`src/rtl/rr_arbiter2.sv`:
```
// rtl/rr_arbiter2.sv - two-requester round-robin arbiter with grant-hold handshake and watchdog
module rr_arbiter2 #(
    parameter int TIMEOUT = 15,
    parameter int CNT_W   = 4
) (
    input  logic clk,
    input  logic rst,
    input  logic en,
    input  logic req_a,
    input  logic req_b,
    input  logic done,
    output logic gnt_a,
    output logic gnt_b,
    output logic busy,
    output logic timeout
);

    typedef enum logic [1:0] {
        IDLE  = 2'd0,
        GNT_A = 2'd1,
        GNT_B = 2'd2
    } state_t;

    localparam logic [CNT_W-1:0] CNT_MAX = CNT_W'(TIMEOUT - 1);
    localparam logic LAST_A = 1'b0;
    localparam logic LAST_B = 1'b1;

    state_t           state_q, state_d;
    logic [CNT_W-1:0] cnt_q, cnt_d;
    logic             last_q, last_d;
    logic             timeout_q, timeout_d;

    logic owner_req;
    logic wd_expired;
    logic release_now;
    logic pick_a;

    always_ff @(posedge clk) begin
        if (rst) begin
            state_q   <= IDLE;
            cnt_q     <= '0;
            last_q    <= LAST_B;
            timeout_q <= 1'b0;
        end else begin
            state_q   <= state_d;
            cnt_q     <= cnt_d;
            last_q    <= last_d;
            timeout_q <= timeout_d;
        end
    end

    // A wins when it is the only requester, or on a tie when B was served last.
    assign pick_a      = req_a && (!req_b || (last_q == LAST_B));
    assign owner_req   = (state_q == GNT_A) ? req_a : req_b;
    assign wd_expired  = (cnt_q == CNT_MAX);
    assign release_now = done || !owner_req || wd_expired;

    always_comb begin
        state_d   = state_q;
        cnt_d     = cnt_q;
        last_d    = last_q;
        timeout_d = 1'b0;
        case (state_q)
            IDLE: begin
                cnt_d = '0;
                if (en && (req_a || req_b)) begin
                    if (pick_a) begin
                        state_d = GNT_A;
                        last_d  = LAST_A;
                    end else begin
                        state_d = GNT_B;
                        last_d  = LAST_B;
                    end
                end
            end
            GNT_A, GNT_B: begin
                if (release_now) begin
                    state_d   = IDLE;
                    cnt_d     = '0;
                    // A done or dropped request takes precedence over the watchdog.
                    timeout_d = wd_expired && !done && owner_req;
                end else begin
                    cnt_d = cnt_q + 1'b1;
                end
            end
            default: begin
                state_d = IDLE;
                cnt_d   = '0;
            end
        endcase
    end

    assign gnt_a   = (state_q == GNT_A);
    assign gnt_b   = (state_q == GNT_B);
    assign busy    = gnt_a || gnt_b;
    assign timeout = timeout_q;

    a_gnt_exclusive: assert property (@(posedge clk) !(gnt_a && gnt_b));
    a_no_direct_swap: assert property (@(posedge clk) disable iff (rst)
        (gnt_a |=> !gnt_b) and (gnt_b |=> !gnt_a));

endmodule
```
`config.mk`:
```
export PLATFORM = sky130hd
export DESIGN_NAME = rr_arbiter2
export DESIGN_NICKNAME = d
export VERILOG_FILES = /design/src/rtl/rr_arbiter2.sv
export SDC_FILE = /design/constraint.sdc
export NUM_CORES = 1
export LEC_CHECK = 0
export CORE_AREA = 2 2 39 41
export CTS_CLUSTER_SIZE = 30
export DETAILED_ROUTE_END_ITERATION = 10
export DIE_AREA = 0 0 41 43
export HOLD_SLACK_MARGIN = 0.06
export PLACE_DENSITY = 0.58
export SYNTH_ARGS = -nofsm -noshare
export SYNTH_HDL_FRONTEND = slang
export SYNTH_SLANG_ARGS = --single-unit
```
`constraint.sdc`:
```
create_clock -name clk -period 1.85 [get_ports clk]
set_clock_uncertainty 0.05 [all_clocks]
set_input_delay 0.555 -clock clk [delete_from_list [all_inputs] [get_ports clk]]
set_output_delay 0.555 -clock clk [all_outputs]
set_load 0.005 [all_outputs]
```
After elaboration in Yosys (flattened, before gate mapping)
Index checks and enable logic that the tools add are counted.
{ "totals": {"word_cells": 36, "register_bits": 8, "output_inout_bits": 4} }
{ "classes": {"mux": 6, "n_addsub": 1, "eq_ne": 5, "n_reduce_logical": 18, "n_bitwise": 2} }
{ "ops": {"columns": ["operator", "count"], "rows": [
  ["2-bit two-way mux", 3],
  ["3-bit OR reduction", 2],
  ["1-bit logical OR", 5],
  ["4-bit by 1-bit adder with 4-bit output, second input constant", 1],
  ["4-bit equality test, second input constant", 1],
  ["1-bit logical AND", 4],
  ["2-bit inequality test, second input constant", 2],
  ["2-bit one-hot mux with 2 select lines", 1],
  ["2-bit AND reduction", 2],
  ["1-bit zero test", 3],
  ["2-bit by 1-bit equality test with 1-bit output, second input constant", 1],
  ["2-bit equality test, second input constant", 1],
  ["2-bit zero test", 1],
  ["1-bit two-way mux", 2],
  ["1-bit inverter", 2],
  ["2-bit OR reduction", 1]
]} }

Longest topological paths before layout
Gate-level depths: netlist (run 1).
{ "depth": {"depth_word": 7, "depth_mapped": 5, "mapped_depth_nobuf": 5} }

Worst setup path before layout (run 1)
Ideal clock, no wire load.
{ "synth_timing": {"path_kind": "register to register", "from": "register state_q[1]", "to": "register state_q[0]", "stages_incl_launch_ff": 6, "arrival_time_ps": 1196, "slack_ps": 481, "path_buffers": 0, "cell_sequence": "dfxtp_1 > inv_1 > ha_1 > mux2_4 > a32oi_2 > o32ai_1"} }
{ "synth_via": {"elab_chain_cells": 7, "word_cells_on_any_way": 12, "cone_classes": "eq/ne: 4; mux: 2; reduce/logical: 6"} }
{ "synth_rtl": {"columns": ["element", "line", "text"], "rows": [
  ["start: declaration", "28", "state_t state_q, state_d;"],
  ["start signal: assignment", "45", "state_q <= state_d;"],
  ["2-bit by 1-bit equality test with 1-bit output (*)", null, null],
  ["via gnt_a", "12", "output logic gnt_a,"],
  ["1-bit two-way mux", "54", "assign owner_req = (state_q == GNT_A) ? req_a : req_b;"],
  ["1-bit zero test", "56", "assign release_now = done || !owner_req || wd_expired;"],
  ["1-bit logical OR (2 in series)", "56", null],
  ["2-bit inequality test (no source line)", null, null],
  ["2-bit AND reduction (no source line)", null, null]
]} }
Mark *: on every way through the listed nets, which the timed path passes. The rest lies on a longest branch.
A chain may end at the register's enable or synchronous reset.

Worst setup path in the final report (run 1)
{ "layout_timing": {"from": "register state_q[0]", "to": "output port busy"} }
{ "layout_via": {"elab_chain_cells": 2, "word_cells_on_any_way": 3, "cone_classes": "eq/ne: 2; reduce/logical: 1"} }
{ "layout_rtl": {"columns": ["element", "line", "text"], "rows": [
  ["2-bit by 1-bit equality test with 1-bit output / 2-bit equality test (equally long branches)", "93, 94", null],
  ["1-bit logical OR (*)", "95", "assign busy = gnt_a || gnt_b;"],
  ["end: declaration", "14", "output logic busy,"]
]} }
Mark *: on every way between the ends. The rest lies on a longest branch, timed or not.

==> impl_metrics.yaml, run 1 <==
sta:
  setup_viol: 0
  hold_viol_final: 0
  fin_crit_ps: 1790
  fin_tns_setup_ps: 0
  rsz0062_at_grt: "no"
  slew_violations: 0
  relSlewSlack_pct: 85.0
  min_period_over_period_pct: 96.8
  fmax_mhz: 558
  tightest_slew_ps: 224
layout:
  n_antenna_cell: 0
  final_common_cell: "dfxtp_1"
  fin_nets: 68
  seqCellArea_um2: 161
  layout-drive-gt1-share_pct: 21.8
  design_area_um2: 558
  final_cells: 71
  mostFrequentLayoutCells: "dfxtp_1 (7), clkdlybuf4s50_1 (6), nor2_1 (5)"
  area_growth_pct: 36.0
  nFillCells: 146
  multi_input_area_um2: 238
yosys:
  yosysTopAreaCell: "dfxtp_1"
  yosysSeqAreaShare_pct: 39.0
  synth_top_area_share_pct: 39.0
  syn_nets: 52
  synth-seq-cells: 8
  synthTopCellsByArea: "dfxtp_1 (39%), ha_1 (15%), a211o_1 (6.4%)"
  syn_inst: 41
  yosys_warnings: 0
  synth_area_um2: 410
  syn_area_per_cell_um2: 10.0
  synth.distinct_cells: 17
place:
  hpwl_um: 580
  io_buffers: 9
  place_congestion: 0.648
  placed_area_um2: 528
  dp_cells: 67
floorplan:
  ios: 10
  row_count: 14
  dieArea_um2: 1760
  die_h_um: 43
  die_w_um: 41
  floorplan.initialDensity_pct: 29.7
  core_area_um2: 1380
route:
  num_vias: 341
  drt_wl_total_um: 692
  drtAntennaViolNets: 0
  routed_via_density: 4.80
  avgRoutedWirePerCell_um: 9.75
  drtPass1Iterations: 2
  dr.first_iter.drc_count: 1
  drc_errors: 0
grt:
  grtUsageTotal_pct: 9.86
  grt_max_degree: 8
  first_global_vias: 296
  grt_pass1_wl_um: 1120
  antenna_found_initial: 0
  gr-total-overflow: 0
hold_path:
  hold_end: "cnt_q[0]"
  hp-start: "cnt_q[0]"
  worstHoldPathType: "reg2reg"
  whs_path_depth: 1
setup_path:
  r2r_setup_slack_ps: 340
  end_kind: "output pin"
  max_stage_delay_ps: 340
  r2r_end: "state_q[1]"
  cp-start-kind: "flip-flop"
  worstPathCellList: "inv_2, ha_1, dlygate4sd2_1"
  slowest_stage: "dfxtp_2"
  timing.rr.start: "state_q[1]"
  reg2regPathDepth: 6
  cp_max_fo: 3
  required_ps: 1240
  worst-setup-path-type: "reg2out"
  arrival_ps: 1190
pwr:
  vdd_drop_max_v: 0.000325
  p_leak_nw: 0.231
  cellPowerDensity_nw_per_um2: 680
cts:
  h-tree-depth: 1
  cts_num_sinks: 8
  numCtsBuffers: 3
  cts_tree: "yes"
  ctsHoldBuffers: 0
  cts.root.buffer_cell: "clkbuf_4"
  clk_latency_ps: 250
  cts_buffer_depth: 2
  path_clk_slew_ps: 50
run:
  drv_cap: 0
status:
  outcome: "complete, no violations"
-- timing repair --
item,CTS,global route
setup endpoints to repair,3,0
resized for setup,7,0
setup buffers,1,0
-- metal layers --
metal | wire length (um) | GRT usage [%] | share of wire, %
met3 | 47 | 4.71 | 6.8
met5 | 0 | 0 | 0
met2 | 338 | 14.4 | 49
met4 | 8 | 6.00 | 1.2
met1 | 298 | 11.0 | 43
-- registers in the layout, indices dropped and copies added (netlist names) --
register,count
cnt_q,4
last_q,1
state_q,2
timeout,1
-- kinds of logic after synthesis --
kind of cell               count (synthesis)  synth area share [%]
buffers and inverters                      4                  3.66
AOI/OAI and AO/OA                          7                  15.9
xor gates and xnor gates                   2                  4.27
adders and majority gates                  5                  15.2
muxes                                      1                  3.66
and+or+nand+nor                           14                  18.3
DFF                                        8                  39.0
-- critical path: cells and delay by family (launching register included) --
family                   cells  cell delay, ps
adder cells (fa/ha/maj)      1             290
buffers and inverters        2             310
flip-flops                   1             340
-- where the power goes --
group	switching, mW	internal [mW]	leakage [nW]
clock	0.0577	0.0741	0.0138
combinational	0.0278	0.0369	0.152
sequential	0.00442	0.178	0.0653
-- through the flow --
step | hold slack (ps) | power, mW | util (%) | worst slack, ps
global route | 435 | 0.400 | 40.3 | 2.70
finish | 416 | 0.379 | 40.3 | 59.4
detailed placement | 409 | 0.253 | 38.2 | 24.0
CTS | 419 | 0.385 | 40.3 | 46.7
floorplan | 380 | 0.220 | - | 481
global placement | 401 | 0.253 | 38.2 | 49.0
-- cell usage after synthesis --
cell / number
dfxtp_1: 8
ha_1: 5
nor2_1: 5
inv_1: 4
nand3_1: 4
a211o_1: 3
o32ai_1: 2
a32oi_2: 1
and2b_1: 1
and3_4: 1
mux2_4: 1
nand2_1: 1
nand4b_1: 1
nor3_1: 1
o21ai_0: 1
xnor2_1: 1
xor2_1: 1
-- layout make-up --
| cell class | instances | share of cell area [%] |
|---|---|---|
| inverters | 4 | 2.69 |
| flip-flops and latches | 8 | 28.9 |
| repair buffers | 11 | 18.2 |
| clock buffers | 3 | 4.04 |
| well taps | 16 | 3.59 |
| multi-input cells | 29 | 42.6 |
-- worst max-delay path by stage --
stage | startpoint | end | slack, ps | depth (start not counted)
after floorplan | state_q[1] | state_q[0] | 480 | 5
after global placement | req_a | state_q[0] | 50 | 4
after detailed placement | req_a | state_q[1] | 20 | 4
after CTS | state_q[0] | busy | 50 | 3
after global routing | state_q[1] | busy | 3 | 3
final | state_q[0] | busy | 60 | 3
No activity file was read; power rests on OpenSTA's default activity.
==> run 2, diff against run 1 <==
Settings changed: CTS_CLUSTER_SIZE 30 to 16.
==> results of run 2 <==
The final DEF is identical to that of run 1; final timing and power are the same.
==> run 3, diff against run 2 <==
Settings changed: SLEW_MARGIN from default to 30.
==> results of run 3 <==
The final DEF is identical to that of run 1; final timing and power are the same.
